[src/rtl/alu_result_fifo.sv]
// Registered, back-pressurable result buffer behind the 4-bit ALU.
// Holds {op, zero, data} entries and returns them in order via valid/ready.
module alu_result_fifo #(
    parameter int DEPTH = 4,
    parameter int WIDTH = 4,
    parameter int AW    = 2
) (
    input  logic             clk,
    input  logic             rst,
    input  logic             in_valid,
    output logic             in_ready,
    input  logic [WIDTH-1:0] in_data,
    input  logic [1:0]       in_op,
    output logic             out_valid,
    input  logic             out_ready,
    output logic [WIDTH-1:0] out_data,
    output logic [1:0]       out_op,
    output logic             out_zero,
    output logic [AW:0]      count,
    output logic             full,
    output logic             empty
);

    localparam int EW = WIDTH + 3;
    localparam logic [AW:0]   FULL_CNT = (AW+1)'(DEPTH);
    localparam logic [AW-1:0] LAST_PTR = AW'(DEPTH - 1);

    logic [EW-1:0] mem [DEPTH];
    logic [AW-1:0] wr_ptr;
    logic [AW-1:0] rd_ptr;
    logic [AW:0]   cnt;
    logic          push;
    logic          pop;
    logic          in_zero;
    logic [EW-1:0] head;

    // Status comes only from registered occupancy, so no ready path exists.
    assign full      = (cnt == FULL_CNT);
    assign empty     = (cnt == '0);
    assign count     = cnt;
    assign in_ready  = ~full;
    assign out_valid = ~empty;

    // A reset cycle never moves data, whatever the handshakes say.
    assign push    = in_valid & in_ready & ~rst;
    assign pop     = out_valid & out_ready & ~rst;
    assign in_zero = ~|in_data;

    assign head     = mem[rd_ptr];
    assign out_data = head[WIDTH-1:0];
    assign out_zero = head[WIDTH];
    assign out_op   = head[WIDTH+2:WIDTH+1];

    always_ff @(posedge clk) begin
        if (push) begin
            mem[wr_ptr] <= {in_op, in_zero, in_data};
        end
    end

    always_ff @(posedge clk) begin
        if (rst) begin
            wr_ptr <= '0;
            rd_ptr <= '0;
            cnt    <= '0;
        end else begin
            if (push) begin
                wr_ptr <= (wr_ptr == LAST_PTR) ? '0 : wr_ptr + 1'b1;
            end
            if (pop) begin
                rd_ptr <= (rd_ptr == LAST_PTR) ? '0 : rd_ptr + 1'b1;
            end
            unique case ({push, pop})
                2'b10:   cnt <= cnt + 1'b1;
                2'b01:   cnt <= cnt - 1'b1;
                default: cnt <= cnt;
            endcase
        end
    end

endmodule

[config.mk]
export PLATFORM = sky130hd
export DESIGN_NAME = alu_result_fifo
export DESIGN_NICKNAME = d
export VERILOG_FILES = /design/src/rtl/alu_result_fifo.sv
export SDC_FILE = /design/constraint.sdc
export NUM_CORES = 1
export LEC_CHECK = 0
export ABC_AREA = 1
export BUFFER_PORTS_ARGS = -buffer_cell sky130_fd_sc_hd__buf_4
export CAP_MARGIN = 20
export CORE_AREA = 4 4 59 61
export CTS_CLUSTER_DIAMETER = 50
export CTS_CLUSTER_SIZE = 8
export DETAILED_ROUTE_END_ITERATION = 10
export DIE_AREA = 0 0 63 65
export GPL_ROUTABILITY_DRIVEN = 0
export GPL_TIMING_DRIVEN = 0
export PLACE_DENSITY_LB_ADDON = 0.25
export SKIP_CTS_REPAIR_TIMING = 1
export SLEW_MARGIN = 20
export SYNTH_ARGS = -nofsm -noshare
export SYNTH_HDL_FRONTEND = slang
export SYNTH_SLANG_ARGS = --single-unit
export TNS_END_PERCENT = 5
[constraint.sdc]
create_clock -name clk -period 1.8 [get_ports clk]
set_input_delay 0.27 -clock clk [delete_from_list [all_inputs] [get_ports clk]]
set_output_delay 0.27 -clock clk [all_outputs]
set_load 0.02 [all_outputs]
# ---- After elaboration in Yosys (flattened, before gate mapping)
# Memories as Yosys holds them, arrays and structs flattened. A register that Yosys moved wholly into a read port is not among the register bits.
# Index checks and enable logic that the tools add are counted.
# Widths: inputs -> output; s select.
dict set report word_totals {
  ff_bits 7
  ram_bits 28
  latchBits 0
  elab_cells 31
  in_bits 10
  mem_bits_ro 0
  memories 1
}
dict set report op_classes {
  mux 7
  n_mul 0
  n_shift 0
  order_cmp 0
  n_eq_ne 5
  reduce_logical 4
  bitwise 7
  add_sub_neg 4
  div 0
}
# memory words width rd rd_clocked_by_memory_dff write_ports line_no
set mem_list {}
lappend mem_list {mem 4 7 1 1 1 28} ;# logic [EW-1:0] mem [DEPTH];
# cell n
set op_table {}
lappend op_table {{$mux 2} 4}
lappend op_table {{$eq 2x2->1 const B} 3}
lappend op_table {{$pmux 3 s2} 1}
lappend op_table {{$add 2x1->2 const B} 2}
lappend op_table {{$and 1x1->1} 4}
lappend op_table {{$reduce_or 4->1} 1}
lappend op_table {{$add 3x1->3 const B} 1}
lappend op_table {{$eq 3x3->1 const B} 1}
lappend op_table {{$logic_not 3->1} 1}
lappend op_table {{$not 1->1} 3}
lappend op_table {{$sub 3x1->3 const B} 1}
lappend op_table {{$eq 2x1->1 const B} 1}
lappend op_table {{$mux 1} 2}
lappend op_table {{$reduce_bool 2->1} 1}
lappend op_table {{$logic_not 1->1} 1}

# ---- Depth between registers and ports, before layout
dict set report logic_depth {
  word_depth 6
  mapped_depth 13
}

# ---- Worst setup path before layout
# OpenSTA, ideal clock, no wires.
dict set report synth_path {
  path_kind {register to register}
  startpoint {register cnt[2] (netlist: count[2])}
  endpoint {register cnt[2] (netlist: count[2])}
  path_stages_with_launch 14
  t_required_ns 1.690
  arrival_time_ns 1.747
  setup_ns 0.110
  n_path_buf 0
  slack_ns -0.057
  path_cell_list {dfxtp_1 inv_1 nand2_2 nand2_4 inv_2 ha_1 inv_1 fa_1 inv_1 nand2_1 nand3_1 nand2_1 inv_1 nor2_1}
}
dict set report synth_between {
  elab_chain_cells 6
  elab_cells_between_ends 14
  cone_classes {2 x add/sub; 3 x eq/ne; 1 x mux; 6 x bitwise; 2 x reduce/logical}
}
# item line_no
set synth_rtl {}
lappend synth_rtl {{start, declared} 31} ;# logic [AW:0] cnt;
lappend synth_rtl {{start signal, assigned} 73} ;# 2'b10: cnt <= cnt + 1'b1;
lappend synth_rtl {{start signal, assigned} 74} ;# 2'b01: cnt <= cnt - 1'b1;
lappend synth_rtl {{start signal, assigned} 75} ;# default: cnt <= cnt;
lappend synth_rtl {{$logic_not 3->1 *} 39} ;# assign empty = (cnt == '0);
lappend synth_rtl {{$not 1->1 *} 42} ;# assign out_valid = ~empty;
lappend synth_rtl {{via out_valid} 14} ;# output logic out_valid,
lappend synth_rtl {{$and 1x1->1 * (2 in series)} 46} ;# assign pop = out_valid & out_ready & ~rst;
lappend synth_rtl {{via pop} 33} ;# logic pop;
lappend synth_rtl {{$eq 2x1->1 or $eq 2x2->1 (tied branches)} 72} ;# unique case ({push, pop})
lappend synth_rtl {{$pmux 3 s2 or $reduce_bool 2->1 (tied branches)} n/a}
# Mark *: on every way through the listed nets, which the timed path passes. The rest lies on a longest branch.
# A chain may end at the register's enable or synchronous reset.

# ---- Worst setup path after layout
dict set report layout_path {
  startpoint {register cnt[1] (netlist: count[1])}
  endpoint {register cnt[1] (netlist: count[1])}
}
dict set report layout_between {
  elab_chain_cells 6
  elab_cells_between_ends 14
  cone_classes {2 x add/sub; 3 x eq/ne; 1 x mux; 6 x bitwise; 2 x reduce/logical}
}
# item line_no
set layout_rtl {}
lappend layout_rtl {{$logic_not 3->1 *} 39}
lappend layout_rtl {{$not 1->1 *} 42}
lappend layout_rtl {{$and 1x1->1 * (2 in series)} 46}
lappend layout_rtl {{via pop} 33}
lappend layout_rtl {{$eq 2x1->1 or $eq 2x2->1 (tied branches)} 72}
lappend layout_rtl {{$pmux 3 s2 or $reduce_bool 2->1 (tied branches)} n/a}
# Marked as above.

==> impl_metrics.xml <==
<?xml version="1.0" encoding="UTF-8"?>
<metrics>
  <group name="run_status">
    <metric name="status" unit="">finished, final reports clean</metric>
  </group>
  <group name="critical_path">
    <metric name="slowest_delay" unit="ps">430</metric>
    <metric name="end_kind" unit="">flip-flop</metric>
    <metric name="maximum_fanout_along_the_worst_path" unit="">4</metric>
    <metric name="depth_of_the_worst_register_to_register_path" unit="">8</metric>
    <metric name="cp.required" unit="ps">2060</metric>
    <metric name="critical-path-top-delay-family" unit="">adder cells</metric>
    <metric name="worstReg2RegEnd" unit="">count[1]</metric>
    <metric name="path_class" unit="">flip-flop to flip-flop</metric>
    <metric name="worstSetupStartpointType" unit="">flip-flop</metric>
    <metric name="path_cells" unit="">nor2_4 -&gt; nand2_2 -&gt; nand2_4 -&gt; inv_2 -&gt; ha_1 -&gt; inv_1 -&gt; fa_2 -&gt; a21oi_1</metric>
    <metric name="worst-r2r-setup-slack" unit="ps">120</metric>
    <metric name="critical-path-slowest-cell" unit="">fa_2</metric>
    <metric name="critPathArrivalTime" unit="ps">1940</metric>
    <metric name="worstPathBufferInverterCount" unit="">2</metric>
    <metric name="regToRegStartpoint" unit="">count[1]</metric>
  </group>
  <group name="final_layout">
    <metric name="post_route_cells_drive_above_1_share" unit="%">32.2</metric>
    <metric name="filler_cell_count" unit="">230</metric>
    <metric name="final_cell_mix" unit="">edfxtp_1, buf_4, nor2_1</metric>
    <metric name="post-route-util" unit="%">64.7</metric>
    <metric name="layout.cells.most_common" unit="">edfxtp_1</metric>
    <metric name="area.growth.synth_to_final" unit="%">20.6</metric>
    <metric name="diodes" unit="">0</metric>
    <metric name="final_net_count" unit="">193</metric>
  </group>
  <group name="min_path">
    <metric name="min_delay_worst_endpoint" unit="">mem[3][6]</metric>
    <metric name="timing.hold.worst.class" unit="">primary input to flip-flop</metric>
    <metric name="hp-start" unit="">in_op[1]</metric>
    <metric name="hold_depth" unit="">1</metric>
  </group>
  <group name="floorplanning">
    <metric name="dieArea" unit="µm²">4100</metric>
    <metric name="die_h" unit="µm">65</metric>
    <metric name="core.rowCount" unit="">20</metric>
    <metric name="die_wd" unit="µm">63</metric>
    <metric name="core_region_area" unit="µm²">2980</metric>
    <metric name="initial_utilization" unit="%">53.6</metric>
    <metric name="pin_count" unit="">24</metric>
  </group>
  <group name="logic_synthesis">
    <metric name="synth_seq_cells" unit="">37</metric>
    <metric name="synth_nets" unit="">159</metric>
    <metric name="syn_area" unit="µm²">1600</metric>
    <metric name="synth.lib_cells_used.distinct" unit="">20</metric>
    <metric name="syn_inst" unit="">142</metric>
    <metric name="yosys_warnings" unit="">0</metric>
    <metric name="fraction_of_the_yosys_area_taken_by_sequential_cells" unit="%">63.9</metric>
    <metric name="postSynthAreaPerCell" unit="µm²">11.2</metric>
  </group>
  <group name="routing">
    <metric name="detailed_route_wire_length" unit="mm">2.88</metric>
    <metric name="drt_pre_antenna_iters" unit="">4</metric>
    <metric name="drt_drc_violations_left" unit="">0</metric>
    <metric name="route.antenna.remaining_nets" unit="">0</metric>
    <metric name="detail_route.vias_per_cell" unit="">5.24</metric>
    <metric name="post_drt_wl_per_cell" unit="µm">13.7</metric>
    <metric name="detail_route.iter0.violations" unit="">39</metric>
    <metric name="vias" unit="">1101</metric>
  </group>
  <group name="clocking">
    <metric name="clk_pin_slew_worst_paths" unit="ps">100</metric>
    <metric name="cts-buffers-inserted" unit="">5</metric>
    <metric name="cts_tree" unit="">yes</metric>
    <metric name="htree_num_levels" unit="">2</metric>
    <metric name="cts_root_buffer" unit="">clkbuf_4</metric>
    <metric name="clk_latency" unit="ps">330</metric>
    <metric name="ctsLongestPathBuffers" unit="">2</metric>
    <metric name="numClockSinks" unit="">37</metric>
  </group>
  <group name="pwr">
    <metric name="p_total" unit="mW">1.80</metric>
    <metric name="worst_ir_drop_vdd" unit="mV">0.512</metric>
    <metric name="leakagePower" unit="nW">0.814</metric>
    <metric name="cellPowerDensity" unit="nW/µm²">934</metric>
  </group>
  <group name="sta">
    <metric name="whs" unit="ps">128</metric>
    <metric name="skew_final" unit="ps">5.61</metric>
    <metric name="layout_worst_path_cycle_share" unit="%">93.1</metric>
    <metric name="worst_slew_pin_slew" unit="ps">706</metric>
    <metric name="finalWorstPathRequiredPeriod" unit="ps">1680</metric>
    <metric name="max_freq" unit="MHz">597</metric>
    <metric name="finalSetupTns" unit="ps">0</metric>
    <metric name="final_max_slew_viol_count" unit="">0</metric>
    <metric name="setup_slack" unit="ps">124</metric>
    <metric name="max-slew-margin-rel" unit="%">52.8</metric>
    <metric name="final-hold-violation-count" unit="">0</metric>
    <metric name="setup_violations" unit="">0</metric>
    <metric name="setup_repair_after_global_routing_missed_its_margin" unit="">no</metric>
  </group>
  <group name="placement">
    <metric name="io_buffer_count" unit="">23</metric>
    <metric name="pre_cts_ws" unit="ps">103</metric>
    <metric name="place_hpwl" unit="mm">2.06</metric>
  </group>
  <group name="grt">
    <metric name="wire_length_of_the_first_global_routing_pass" unit="mm">4.80</metric>
    <metric name="grt_antenna_before_repair" unit="">0</metric>
    <metric name="grt_overflow" unit="">0</metric>
    <metric name="via_count_of_the_first_global_routing_pass" unit="">1108</metric>
    <metric name="grt.total_usage" unit="%">15.4</metric>
    <metric name="grt_max_degree" unit="">12</metric>
  </group>
  <group name="job">
    <metric name="max_cap_viol_count" unit="">0</metric>
  </group>
</metrics>
routing by layer:
metal / track usage [%] / vias up / share of wire [%]
met1: 16.3 / 527 / 40
li1: - / 545 / -
met4: 5.79 / 0 / 2.3
met2: 27.8 / 22 / 53
met5: 0 / - / 0
met3: 5.72 / 7 / 4.7
synthesized netlist by cell type:
library cell	number	area, µm²
o21ai_1	6	30.0
nor4_1	1	6.26
nand2_4	3	33.8
inv_2	3	11.3
nand2_1	9	33.8
o21ai_0	10	50.1
nor2_1	23	86.3
dfxtp_1	9	180
nand3_1	4	20.0
edfxtp_1	28	841
ha_1	6	75.1
nand4_1	1	6.26
o22ai_1	7	43.8
nand2_2	3	18.8
fa_1	1	20.0
inv_1	19	71.3
nor2_4	1	11.3
nor2_2	4	25.0
a21oi_1	2	10.0
buf_6	2	22.5
cell type report:
cell class	count	area, µm²	share of cell area (%)
Multi-Input combinational cell	81	473	24.6
Sequential cell	37	1030	53.7
Inverter	22	82.6	4.29
Tap cell	33	41.3	2.14
Buffer	2	22.5	1.17
Timing Repair Buffer	27	203	10.5
Clock buffer	7	65.1	3.38
Clock inverter	1	5.00	0.260
worst max path at each step:
stage / from / endpoint / cells past startpoint
global placement: count[0] / count[2] / 12
floorplan: count[2] / count[2] / 13
finish: count[1] / count[1] / 8
detailed placement: count[0] / count[2] / 12
CTS: flip-flop / out_data[1] / 5
global route: count[1] / count[2] / 11
worst reg2reg max path, cell delays in order, from the launching register on:
cell and delay [ps]:
dfxtp_4 370, nor2_4 150, nand2_2 100, nand2_4 90, inv_2 40, ha_1 180, inv_1 90, fa_2 430
a21oi_1 150
flip-flops by register name (all words and copies together) (netlist names), named ones only:
signal	count
count	3
rd_ptr	2
mem	28
wr_ptr	2
kinds of logic (layout without fill, tap and decap cells):
| logic type | count (synthesis) | in the layout | synth area share (%) |
|---|---|---|---|
| simple gates | 49 | 49 | 15.1 |
| compound gates | 25 | 25 | 8.39 |
| flops | 37 | 37 | 63.9 |
| fa+ha+maj | 7 | 7 | 5.96 |
| buf+inv | 24 | 59 | 6.58 |
per-stage QoR:
step / cells / cell area (µm²)
5_1_grt: 210 / 1930
3_5_place_dp: 198 / 1810
2_1_floorplan: 142 / 1600
4_1_cts: 206 / 1880
3_3_place_gp: 198 / 1810
6_report: 210 / 1930
power breakdown:
group          internal, mW  leakage (nW)  switching, mW  total (mW)
Sequential            0.952         0.334         0.0275       0.980
Clock                 0.226        0.0413          0.256       0.483
Combinational         0.143         0.439          0.193       0.336
(Power assumes the default switching activity.)
